`config.mk`:
```
export PLATFORM = sky130hd
export DESIGN_NAME = mem_access_ctrl_flat
export DESIGN_NICKNAME = d
export VERILOG_FILES = /design/src/rtl/mem_access_ctrl_if.sv /design/src/rtl/mem_access_ctrl.sv /design/src/flat_wrapper.sv
export SDC_FILE = /design/constraint.sdc
export NUM_CORES = 1
export LEC_CHECK = 0
export ABC_AREA = 1
export CORE_ASPECT_RATIO = 1.75
export CORE_MARGIN = 10
export CORE_UTILIZATION = 50
export CTS_BUF_LIST = sky130_fd_sc_hd__clkbuf_8
export CTS_CLUSTER_DIAMETER = 30
export CTS_CLUSTER_SIZE = 8
export DETAILED_ROUTE_END_ITERATION = 12
export PLACE_DENSITY_LB_ADDON = 0.1
export SKIP_LAST_GASP = 1
export SYNTH_ARGS = -nofsm -noshare
export SYNTH_HDL_FRONTEND = slang
export SYNTH_SLANG_ARGS = --single-unit
```
`constraint.sdc`:
```
create_clock -name clk -period 1.95 [get_ports clk]
set_input_delay 0.4875 -clock clk [delete_from_list [all_inputs] [get_ports clk]]
set_output_delay 0.4875 -clock clk [all_outputs]
set_load 0.02 [all_outputs]
```
`src/rtl/mem_access_ctrl_if.sv`:
```
// CPU-side request/response and byte-memory port bundle for mem_access_ctrl.
// MEM_ACCESS_CTRL_BYTE_EN adds the req_byte single-byte access qualifier.
interface mem_access_ctrl_if #(
  parameter int addresswidth = 7,
  parameter int width        = 8,
  parameter int wordbytes    = 4
);
  logic                          req_valid;
  logic                          req_ready;
  logic                          req_write;
  logic [addresswidth-1:0]       req_addr;
  logic [width*wordbytes-1:0]    req_wdata;
`ifdef MEM_ACCESS_CTRL_BYTE_EN
  logic                          req_byte;
`endif
  logic                          resp_valid;
  logic [width*wordbytes-1:0]    resp_rdata;
  logic [addresswidth-1:0]       mem_address;
  logic                          mem_writeEnable;
  logic [width-1:0]              mem_dataIn;
  logic [width-1:0]              mem_dataOut;

  modport slave (
`ifdef MEM_ACCESS_CTRL_BYTE_EN
    input  req_byte,
`endif
    input  req_valid, req_write, req_addr, req_wdata, mem_dataOut,
    output req_ready, resp_valid, resp_rdata, mem_address, mem_writeEnable, mem_dataIn
  );

  modport master (
`ifdef MEM_ACCESS_CTRL_BYTE_EN
    output req_byte,
`endif
    output req_valid, req_write, req_addr, req_wdata, mem_dataOut,
    input  req_ready, resp_valid, resp_rdata, mem_address, mem_writeEnable, mem_dataIn
  );
endinterface

```
`src/rtl/mem_access_ctrl.sv`:
```
// Word load/store sequencer over a byte-wide sync-read memory; store latency wordbytes, load wordbytes+1.
// req_ready is low while an access is in flight; MEM_ACCESS_CTRL_BYTE_EN enables single-byte accesses.
module mem_access_ctrl #(
  parameter int addresswidth = 7,
  parameter int width        = 8,
  parameter int wordbytes    = 4
) (
  input  logic          clk,
  input  logic          rst_n,
  mem_access_ctrl_if.slave bus
);
  localparam int WW = width * wordbytes;
  localparam int KW = (wordbytes > 1) ? $clog2(wordbytes) : 1;

  localparam logic [1:0] IDLE  = 2'd0;
  localparam logic [1:0] WRITE = 2'd1;
  localparam logic [1:0] READ  = 2'd2;
  localparam logic [1:0] DRAIN = 2'd3;

  localparam logic [KW-1:0]           K_LAST = KW'(wordbytes - 1);
  localparam logic [addresswidth-1:0] A_ONE  = addresswidth'(1);

  logic [1:0]              state;
  logic [KW-1:0]           k;
  logic [KW-1:0]           k_last;
  logic [addresswidth-1:0] addr_q;
  logic                    we_q;
  logic [width-1:0]        din_q;
  logic                    rvld_q;
  logic [WW-width-1:0]     wsh;
  logic [WW-width-1:0]     rsh;
  logic [WW-1:0]           rdata_q;
  logic [WW-1:0]           rcat;

`ifdef MEM_ACCESS_CTRL_BYTE_EN
  logic single;
  assign k_last = single ? '0 : K_LAST;
`else
  assign k_last = K_LAST;
`endif

  // Incoming byte lands on top; earlier bytes drift toward bit 0 (little-endian).
  assign rcat = {bus.mem_dataOut, rsh};

  always_ff @(posedge clk or negedge rst_n) begin
    if (!rst_n) begin
      state   <= IDLE;
      k       <= '0;
      addr_q  <= '0;
      we_q    <= 1'b0;
      din_q   <= '0;
      rvld_q  <= 1'b0;
      wsh     <= '0;
      rsh     <= '0;
      rdata_q <= '0;
`ifdef MEM_ACCESS_CTRL_BYTE_EN
      single  <= 1'b0;
`endif
    end else begin
      rvld_q <= 1'b0;
      case (state)
        IDLE: begin
          if (bus.req_valid) begin
            k      <= '0;
            addr_q <= bus.req_addr;
            we_q   <= bus.req_write;
            din_q  <= bus.req_wdata[width-1:0];
            wsh    <= bus.req_wdata[WW-1:width];
            state  <= bus.req_write ? WRITE : READ;
`ifdef MEM_ACCESS_CTRL_BYTE_EN
            single <= bus.req_byte;
`endif
          end
        end
        WRITE: begin
          if (k == k_last) begin
            state  <= IDLE;
            we_q   <= 1'b0;
            rvld_q <= 1'b1;
          end else begin
            k      <= k + 1'b1;
            addr_q <= addr_q + A_ONE;
            din_q  <= wsh[width-1:0];
            wsh    <= wsh >> width;
          end
        end
        READ: begin
          // Memory output lags the issued address by one edge, so skip the first.
          if (k != '0) rsh <= rcat[WW-1:width];
          if (k == k_last) begin
            state <= DRAIN;
          end else begin
            k      <= k + 1'b1;
            addr_q <= addr_q + A_ONE;
          end
        end
        DRAIN: begin
          state  <= IDLE;
          rvld_q <= 1'b1;
`ifdef MEM_ACCESS_CTRL_BYTE_EN
          rdata_q <= single ? WW'(bus.mem_dataOut) : rcat;
`else
          rdata_q <= rcat;
`endif
        end
        default: state <= IDLE;
      endcase
    end
  end

  assign bus.req_ready       = (state == IDLE);
  assign bus.resp_valid      = rvld_q;
  assign bus.resp_rdata      = rdata_q;
  assign bus.mem_address     = addr_q;
  assign bus.mem_writeEnable = we_q;
  assign bus.mem_dataIn      = din_q;
endmodule

```
`src/flat_wrapper.sv`:
```
// flat-port wrapper written by rule: the top's interface ports become plain ports
module mem_access_ctrl_flat 
#(
  parameter int addresswidth = 7,
  parameter int width        = 8,
  parameter int wordbytes    = 4
)
  (clk, rst_n, bus_req_valid, bus_req_write, bus_req_addr, bus_req_wdata, bus_mem_dataOut, bus_req_ready, bus_resp_valid, bus_resp_rdata, bus_mem_address, bus_mem_writeEnable, bus_mem_dataIn);
  mem_access_ctrl_if #(.addresswidth(addresswidth), .width(width), .wordbytes(wordbytes)) bus_i ();
  input  logic clk;
  input  logic rst_n;
  input wire logic [$bits(bus_i.req_valid)-1:0] bus_req_valid;
  input wire logic [$bits(bus_i.req_write)-1:0] bus_req_write;
  input wire logic [$bits(bus_i.req_addr)-1:0] bus_req_addr;
  input wire logic [$bits(bus_i.req_wdata)-1:0] bus_req_wdata;
  input wire logic [$bits(bus_i.mem_dataOut)-1:0] bus_mem_dataOut;
  output wire logic [$bits(bus_i.req_ready)-1:0] bus_req_ready;
  output wire logic [$bits(bus_i.resp_valid)-1:0] bus_resp_valid;
  output wire logic [$bits(bus_i.resp_rdata)-1:0] bus_resp_rdata;
  output wire logic [$bits(bus_i.mem_address)-1:0] bus_mem_address;
  output wire logic [$bits(bus_i.mem_writeEnable)-1:0] bus_mem_writeEnable;
  output wire logic [$bits(bus_i.mem_dataIn)-1:0] bus_mem_dataIn;
  assign bus_i.req_valid = bus_req_valid;
  assign bus_i.req_write = bus_req_write;
  assign bus_i.req_addr = bus_req_addr;
  assign bus_i.req_wdata = bus_req_wdata;
  assign bus_i.mem_dataOut = bus_mem_dataOut;
  assign bus_req_ready = bus_i.req_ready;
  assign bus_resp_valid = bus_i.resp_valid;
  assign bus_resp_rdata = bus_i.resp_rdata;
  assign bus_mem_address = bus_i.mem_address;
  assign bus_mem_writeEnable = bus_i.mem_writeEnable;
  assign bus_mem_dataIn = bus_i.mem_dataIn;
  mem_access_ctrl #(.addresswidth(addresswidth), .width(width), .wordbytes(wordbytes)) u_core (.clk(clk), .rst_n(rst_n), .bus(bus_i));
endmodule
```
==> results of run 1 <==
[flip-flops by register name, summed over array words and instances, names as in the netlist, 2 cells and up]
signal	cells
u_core.bus.resp_rdata	32
u_core.rsh	24
u_core.wsh	24
u_core.bus.mem_dataIn	8
u_core.bus.mem_address	7
u_core.k	2
u_core.state	2
[area by class of cell]
class,instances,area (µm²)
Clock buffer,11,151
Clock inverter,4,72.6
Inverter,36,135
Fill cell,746,2820
Multi-Input combinational cell,302,1640
Tap cell,117,146
Timing Repair Buffer,116,1180
Sequential cell,101,2530
[worst max-delay path by stage]
stage | startpoint | to | slack [ps] | cells after the start
2_1_floorplan | u_core.state[0] | u_core.bus.mem_dataIn[3] | 360 | 8
3_3_place_gp | u_core.state[0] | bus_req_ready | 160 | 3
3_5_place_dp | bus_req_valid | u_core.bus.mem_writeEnable | 120 | 7
4_1_cts | u_core.state[0] | bus_req_ready | -20 | 3
5_1_grt | u_core.bus.mem_address[3] | bus_mem_address[3] | 10 | 1
6_report | u_core.bus.mem_address[3] | bus_mem_address[3] | 50 | 1
[synth_stat cells, types with 2 or more instances]
cell	instances	area, µm²
nand2_1	82	308
o211ai_1	26	195
buf_2	8	40.0
buf_6	3	33.8
dfrtp_1	101	2530
clkbuf_2	3	15.0
o21ai_0	51	255
mux2_2	16	180
ha_1	8	100
nand3_1	17	85.1
nor2_1	38	143
o21bai_1	2	15.0
a21oi_1	26	130
inv_1	35	131
or2_2	5	31.3
clkbuf_1	13	48.8
or2_0	21	131
o21ai_1	5	25.0
[power groups by stage]
stage | Clock (W) | Combinational [W] | Sequential [W]
after global placement | 0 | 0.00545 | 0.00367
after detailed placement | 0 | 0.00565 | 0.00372
after CTS | 0.00150 | 0.00564 | 0.00369
after floorplan | 0 | 0.00298 | 0.00421
final | 0.00147 | 0.00555 | 0.00368
after global routing | 0.00159 | 0.00619 | 0.00382
[cells by family (layout without fill, tap and decap cells)]
logic type,Yosys count,count (layout),synth area share (%)
AO/OA/AOI/OAI,112,112,14.3
XOR/XNOR,1,1,0.197
adder cells (fa/ha/maj),8,8,2.25
buffers and inverters,63,167,6.14
flip-flops,101,101,56.9
multiplexers,16,16,4.06
AND/OR/NAND/NOR,165,165,16.1
[what timing repair did]
action,CTS,global route
endpoints found under the hold margin,19,0
hold buffers,1,0
setup endpoints to repair,4,3
gates resized for setup,4,4
[cell usage in the layout, fill, tap and decap left out, types with 2 or more instances in the layout]
master / count
a21oi_1: 26
buf_12: 5
buf_4: 11
bufinv_16: 2
clkbuf_8: 11
clkdlybuf4s50_1: 94
dfrtp_1: 101
dlygate4sd2_1: 3
ha_1: 7
inv_1: 35
inv_2: 2
mux2_2: 16
nand2_1: 82
nand3_1: 17
nor2_1: 38
o211ai_1: 26
o21ai_0: 51
o21ai_1: 5
o21bai_1: 2
or2_0: 21
or2_2: 5
[layer usage]
layer  global-route usage [%]  share of wire (%)
met1                     18.6                 42
met2                     26.3                 51
met3                     4.38                4.6
met4                     6.79                2.3
met5                        0                  0
[per-stage QoR]
| stage | cells | hold slack (ps) | setup WS [ps] | power (W) | cell area [µm²] |
|---|---|---|---|---|---|
| after floorplan | 466 | 192 | 358 | 0.00719 | 4440 |
| after global placement | 671 | 401 | 161 | 0.00912 | 5630 |
| after detailed placement | 671 | 403 | 118 | 0.00937 | 5630 |
| after CTS | 687 | 491 | -18.1 | 0.0108 | 5860 |
| after global routing | 687 | 516 | 12.8 | 0.0116 | 5850 |
| final | 687 | 488 | 53.6 | 0.0107 | 5850 |
==> run summary, run 1 <==
status - complete, no violations
Chip Width - 91.3 µm
Avg Inst Size Synth - 9.53 µm²
CP Cell Sequence - clkdlybuf4s50_1
Logic pwr share - 51.9%
Setup TNS - 0 ps
Setup Skew - 8.93 ps
worst skew pair latency - 370 ps
Post-DRT Antenna Nets - 0
FF-to-FF End - u_core.wsh[12]
CTS Buf Count - 9
power per cell area - 1830 nW/µm²
layout cells sized above 1 - 10.0%
H-tree Lvls - 3
largest net degree at the start of global routing - 49
reg2reg setup slack - 230 ps
vias in the first global route - 3518
worst vdd rail ir drop - 0.000995 V
CP max stage delay - 630 ps
routed vias/inst - 5.15
Fin. Hold Viols - 0
sequential area share after synthesis - 56.9%
clock buffer depth - 2
Hold Crit Class - flip-flop to flip-flop
clock period minus worst slack - 1900 ps
syn_nets - 525
initial drt markers - 75
Yosys warnings - 0
EDFF count, synth - 0
Post-CTS Repair Setup Buffers - 0
Switch Pwr - 0.00435 W
Root Buffer - clkbuf_8
Worst R2R Start - u_core.state[1]
worst-margin pin slew - 426 ps
Core Area - 8670 µm²
final net count - 625
grt total ovfl - 0
Final Cycle Share - 97.3%
Max-Cap Viols - 0
All-Layer GR Usage - 15.7%
number of top-level pins - 101
hold path cells - 2
Lkg Pwr - 2.70 nW
Internal Pwr Total - 0.00635 W
initial antenna violation count - 0
final setup violating endpoints - 0
Final HPWL DP - 7290 µm
worst-path fanout max - 5
CTS Sinks - 101
Die ar. - 13200 µm²
Via Count - 3535
Synth Register Bits - 101
worst path arrival time - 1410 ps
DRT Pass-1 Iters - 7
RSZ-0062 raised after global routing - no
Worst R2R Path Depth - 7
Worst Hold Path EP - u_core.rsh[5]
distinct cell type count after synthesis - 24
Setup crit start kind - flip-flop
first-pass GRT wire length - 16800 µm
fraction of registers with async set/reset - 100%
Initial Util - 51.2%
Max Slew Vio Count - 0
GPL Wtd Cong - 0.773
area delta synth->final - 31.8%
Net Sw Frac - 40.6%
Critical Path RT - 1460 ps
clock power share - 13.7%
crit path kind - flip-flop to primary output
mapped cell area - 4440 µm²
hold_sp - u_core.rsh[5]
CP Capture Type - primary output
Slowest-stage cell, CP - clkdlybuf4s50_1
Highest Clock Rate - 0.527 GHz
slew margin rel. - 71.6%
port bufs - 100
Reg clk slew, reported paths - 90 ps
cell count after synthesis - 466
Worst Path Buf+Inv - 1
ant diodes - 0
ys flop type - dfrtp_1
drt wl/cell - 14.9 µm
DIE HEIGHT - 145 µm
drt total wl - 10200 µm
Remaining DRCs - 0
CTS tree - done
# rows - 45
Core Util, Final - 67.5%
Reg power frac - 34.4%
cell family with most CP delay - buffers and inverters
Power figures use the tool's default switching activity.
==> run 2, diff against run 1 <==
--- a/config.mk
+++ b/config.mk
@@ -14,6 +14,7 @@
 export CTS_CLUSTER_SIZE = 8
 export DETAILED_ROUTE_END_ITERATION = 12
 export PLACE_DENSITY_LB_ADDON = 0.1
+export REMOVE_ABC_BUFFERS = 1
 export SKIP_LAST_GASP = 1
 export SYNTH_ARGS = -nofsm -noshare
 export SYNTH_HDL_FRONTEND = slang
==> run summary, run 2 (same netlist as run 1, synthesis figures left out) <==
status - complete, no violations (unchanged)
final net count - 623 (was 625)
routed vias/inst - 5.04 (was 5.15)
Worst Slack Setup Final - 72.3 ps (was 53.6 ps)
most frequent cells in the layout - dfrtp_1, clkdlybuf4s50_1, nand2_1, o21ai_0, nor2_1 (unchanged)
worst skew pair latency - 350 ps (was 370 ps)
first-pass GRT wire length - 17000 µm (was 16800 µm)
Via Count - 3454 (was 3535)
crit path kind - flip-flop to primary output (unchanged)
CP Capture Type - primary output (unchanged)
Max Slew Vio Count - 0 (unchanged)
number of top-level pins - 101 (unchanged)
Fin. Hold Viols - 0 (unchanged)
initial drt markers - 142 (was 75)
drt total wl - 10000 µm (was 10200 µm)
GPL Wtd Cong - 0.805 (was 0.773)
worst-path fanout max - 4 (was 5)
area delta synth->final - 30.4% (was 31.8%)
Initial Util - 51.2% (unchanged)
flip-flop count of the largest register after layout - 32 (unchanged)
port bufs - 100 (unchanged)
Setup Skew - 7.09 ps (was 8.93 ps)
CTS tree - done (unchanged)
Worst R2R Path Depth - 8 (was 7)
drt wl/cell - 14.6 µm (was 14.9 µm)
grt total ovfl - 0 (unchanged)
Worst R2R Start - u_core.state[0] (was u_core.state[1])
pre-CTS WS - 130 ps (was 118 ps)
Highest Clock Rate - 0.533 GHz (was 0.527 GHz)
CTS Buf Count - 9 (unchanged)
Final HPWL DP - 7210 µm (was 7290 µm)
power per cell area - 1790 nW/µm² (was 1830 nW/µm²)
worst path arrival time - 1390 ps (was 1410 ps)
largest net degree at the start of global routing - 50 (was 49)
clock buffer depth - 2 (unchanged)
Core Area - 8670 µm² (unchanged)
Setup TNS - 0 ps (unchanged)
Final Instance Area - 5790 µm² (was 5850 µm²)
Post-DRT Antenna Nets - 0 (unchanged)
Hold Crit Class - input pin to async pin (was flip-flop to flip-flop)
layout cells sized above 1 - 9.51% (was 10.0%)
Lkg Pwr - 2.69 nW (was 2.70 nW)
worst-margin pin slew - 417 ps (was 426 ps)
DRT Pass-1 Iters - 4 (was 7)
Setup crit end - bus_req_ready (was bus_mem_address[3])
DIE HEIGHT - 145 µm (unchanged)
Max-Cap Viols - 0 (unchanged)
Remaining DRCs - 0 (unchanged)
most common cell after layout, fill and taps aside - dfrtp_1 (unchanged)
CTS Sinks - 101 (unchanged)
Root Buffer - clkbuf_8 (unchanged)
ant diodes - 0 (unchanged)
Critical Path RT - 1460 ps (about the same)
Setup crit start kind - flip-flop (unchanged)
vias in the first global route - 3543 (was 3518)
Placement Cell Area - 5610 µm² (was 5630 µm²)
reg2reg setup slack - 240 ps (was 230 ps)
final setup violating endpoints - 0 (unchanged)
# rows - 45 (unchanged)
clock period minus worst slack - 1880 ps (was 1900 ps)
Final Cycle Share - 96.3% (was 97.3%)
RSZ-0062 raised after global routing - yes (was no)
Chip Width - 91.3 µm (unchanged)
Reg clk slew, reported paths - 90 ps (about the same)
H-tree Lvls - 3 (unchanged)
crit path from - u_core.state[0] (was u_core.bus.mem_address[3])
slew margin rel. - 72.2% (was 71.6%)
initial antenna violation count - 0 (unchanged)
worst vdd rail ir drop - 0.00113 V (was 0.000995 V)
All-Layer GR Usage - 15.6% (was 15.7%)
Final Power - 0.0103 W (was 0.0107 W)
FF-to-FF End - u_core.wsh[14] (was u_core.wsh[12])
Die ar. - 13200 µm² (unchanged)
-- run 2: cell types whose count changed in the layout (fill, tap and decap cells not counted), sizes merged --
cell | previous run | this run
buf | 16 | 15
bufinv | 2 | 0
clkbuf | 12 | 10
clkdlybuf4s15 | 0 | 1
clkdlybuf4s50 | 94 | 93
clkinv | 1 | 2
clkinvlp | 0 | 1
dlygate4sd2 | 3 | 1
dlygate4sd3 | 1 | 0
dlymetal6s2s | 1 | 4
inv | 37 | 38
-- run 2: layer usage --
metal | share of wire (%) | wire [µm] | global-route usage, %
met1 | 42 | 4180 | 18.2
met2 | 51 | 5080 | 26.4
met3 | 6.3 | 629 | 4.80
met4 | 1.4 | 140 | 5.88
met5 | 0 | 0 | 0
-- run 2: repair_timing --
action,in CTS,in global routing
hold buffers,0,0
buffers inserted,0,0
endpoints found under the setup margin,2,5
gates resized for setup,2,5
pin swaps,0,0
-- run 2: cell type report --
type / instances / area [µm²]
fillers: 772 / 2880
flip-flops and latches: 101 / 2530
multi-input cells: 302 / 1640
repair buffers: 114 / 1160
well taps: 117 / 146
clock buffers: 10 / 138
inverters: 36 / 135
clock inverters: 5 / 37.5
-- run 2: metrics by stage --
step / hold WS, ps / utilization (%) / instances
after detailed placement: 427 / 64.7 / 670
final: 31.4 / 66.8 / 685
after floorplan: 192 / - / 439
after global routing: 23.0 / 66.8 / 685
after CTS: 28.1 / 66.7 / 685
after global placement: 420 / 64.7 / 670
-- run 2: worst min path at each step --
stage | startpoint | to | depth (start not counted)
after detailed placement | rst_n | u_core.wsh[4] | 1
after floorplan | rst_n | u_core.bus.mem_address[0] | 0
after global routing | rst_n | u_core.wsh[4] | 1
final | rst_n | u_core.wsh[4] | 1
after CTS | rst_n | u_core.wsh[4] | 1
after global placement | rst_n | u_core.wsh[4] | 1
-- run 2: report_power, final --
part	total [W]	switching [W]	internal, W
Sequential	0.00369	0.000539	0.00315
Clock	0.00119	0.000693	0.000497
Combinational	0.00547	0.00309	0.00238
Total	0.0103	0.00432	0.00603
-- run 2: critical path, stage by stage (launching register included) --
cell and delay (ps):
dfrtp_1 420, inv_1 130, ha_1 190, clkdlybuf4s15_1 310
==> run 3, diff against run 2 <==
==> constraint.sdc (replaced) <==
create_clock -name clk -period 1.86 [get_ports clk]
set_input_delay 0.465 -clock clk [delete_from_list [all_inputs] [get_ports clk]]
set_output_delay 0.465 -clock clk [all_outputs]
set_load 0.02 [all_outputs]
==> run summary, run 3 (same netlist as run 1, synthesis figures left out) <==
status - complete, no violations (unchanged)
initial drt markers - 111 (was 142)
area delta synth->final - 31.9% (was 30.4%)
most frequent cells in the layout - dfrtp_1, nand2_1, clkdlybuf4s50_1, o21ai_0, nor2_1 (was dfrtp_1, clkdlybuf4s50_1, nand2_1, o21ai_0, nor2_1)
Lkg Pwr - 2.79 nW (was 2.69 nW)
Root Buffer - clkbuf_8 (unchanged)
Initial Util - 51.2% (unchanged)
port bufs - 100 (unchanged)
final setup violating endpoints - 0 (unchanged)
number of top-level pins - 101 (unchanged)
routed vias/inst - 5.13 (was 5.04)
flip-flop count of the largest register after layout - 32 (unchanged)
crit path kind - flip-flop to primary output (unchanged)
largest net degree at the start of global routing - 61 (was 50)
first-pass GRT wire length - 16900 µm (was 17000 µm)
drt wl/cell - 14.6 µm (about the same)
Fin. Hold Viols - 0 (unchanged)
DIE HEIGHT - 145 µm (unchanged)
worst skew pair latency - 360 ps (was 350 ps)
initial antenna violation count - 0 (unchanged)
Reg clk slew, reported paths - 100 ps (was 90 ps)
RSZ-0062 raised after global routing - no (was yes)
Remaining DRCs - 0 (unchanged)
Post-DRT Antenna Nets - 0 (unchanged)
crit path from - u_core.bus.resp_rdata[4] (was u_core.state[0])
Setup crit start kind - flip-flop (unchanged)
H-tree Lvls - 3 (unchanged)
Worst Slack Setup Final - 41.8 ps (was 72.3 ps)
Core Util, Final - 67.6% (was 66.8%)
CP Capture Type - primary output (unchanged)
worst vdd rail ir drop - 0.00114 V (was 0.00113 V)
Critical Path RT - 1390 ps (was 1460 ps)
# rows - 45 (unchanged)
Final Cycle Share - 97.8%
Die ar. - 13200 µm² (unchanged)
Final Instance Area - 5860 µm² (was 5790 µm²)
ant diodes - 0 (unchanged)
Final Power - 0.0111 W (was 0.0103 W)
clock buffer depth - 2 (unchanged)
CTS Buf Count - 9 (unchanged)
worst-margin pin slew - 437 ps (was 417 ps)
CP Cell Sequence - clkdlybuf4s50_1 (was inv_1, ha_1, clkdlybuf4s15_1)
slew margin rel. - 70.8% (was 72.2%)
pre-CTS WS - 82.1 ps (was 130 ps)
Max-Cap Viols - 0 (unchanged)
vias in the first global route - 3623 (was 3543)
worst path arrival time - 1350 ps (was 1390 ps)
Chip Width - 91.3 µm (unchanged)
Worst Path Buf+Inv - 1 (was 2)
Core Area - 8670 µm² (unchanged)
worst-path fanout max - 2 (was 4)
DRT Pass-1 Iters - 4 (unchanged)
most common cell after layout, fill and taps aside - dfrtp_1 (unchanged)
Final HPWL DP - 7140 µm (was 7210 µm)
worst-case hold slack - 485 ps (was 31.4 ps)
CTS Sinks - 101 (unchanged)
power per cell area - 1900 nW/µm² (was 1790 nW/µm²)
Setup Skew - 9.59 ps (was 7.09 ps)
All-Layer GR Usage - 15.5% (was 15.6%)
Max Slew Vio Count - 0 (unchanged)
drt total wl - 10100 µm (was 10000 µm)
Placement Cell Area - 5610 µm² (about the same)
GPL Wtd Cong - 0.809 (was 0.805)
CP max stage delay - 620 ps (was 420 ps)
Highest Clock Rate - 0.550 GHz
Worst R2R Start - u_core.state[0] (unchanged)
CTS tree - done (unchanged)
Via Count - 3526 (was 3454)
Slowest-stage cell, CP - clkdlybuf4s50_1 (was dfrtp_1)
clock period minus worst slack - 1820 ps
cell family with most CP delay - buffers and inverters (unchanged)
final net count - 625 (was 623)
hold_sp - u_core.rsh[7]
layout cells sized above 1 - 9.98% (was 9.51%)
Hold Crit Class - flip-flop to flip-flop (was input pin to async pin)
grt total ovfl - 0 (unchanged)
## run 3: cell types whose count changed in the layout (fill, tap and decap cells not counted), sizes merged
cell,delta
buf,+1
bufinv,+2
clkdlybuf4s15,-1
dlygate4sd2,+5
clkdlybuf4s50,-11
inv,+1
clkinvlp,-1
dlygate4sd3,+1
dlymetal6s2s,+6
## run 3: routing by layer
layer	global-route usage, %	vias to the layer above	routed length (µm)
li1	-	1725	-
met1	17.6	1698	4130
met2	26.8	90	5140
met3	4.85	13	634
met4	5.63	0	149
met5	0	-	0
## run 3: final cells by class
type / count / area, µm²
Clock inverter: 7 / 98.8
Sequential cell: 101 / 2530
Inverter: 36 / 135
Multi-Input combinational cell: 302 / 1640
Tap cell: 117 / 146
Timing Repair Buffer: 116 / 1180
Fill cell: 747 / 2810
Clock buffer: 9 / 124
## run 3: worst paths after layout
check,slack [ps],end,cells after the start
min,480,u_core.rsh[7],2
min in group asynchronous,490,u_core.bus.mem_dataIn[4],2
max in group asynchronous,740,u_core.bus.resp_rdata[5],3
max,40,bus_resp_rdata[4],1
min reg2reg,480,u_core.rsh[7],2
max reg2reg,200,u_core.rsh[4],7
## run 3: stage by stage
stage	TNS (ps)	cells
after global placement	0	671
after detailed placement	0	671
after floorplan	-14640	439
after CTS	-40.2	688
after global routing	0	688
final	0	688
## run 3: power breakdown
part | total (W) | leakage, nW | switching [W] | internal [W]
sequential | 0.00386 | 1.21 | 0.000560 | 0.00330
clock | 0.00152 | 0.116 | 0.000752 | 0.000768
combinational | 0.00573 | 1.46 | 0.00323 | 0.00250
total | 0.0111 | 2.79 | 0.00455 | 0.00656
## run 3: what timing repair did
action | CTS | global route
hold endpoints to repair | 12 | 0
endpoints found under the setup margin | 7 | 11
setup buffers | 0 | 0
hold buffers | 1 | 0
resized for setup | 7 | 12
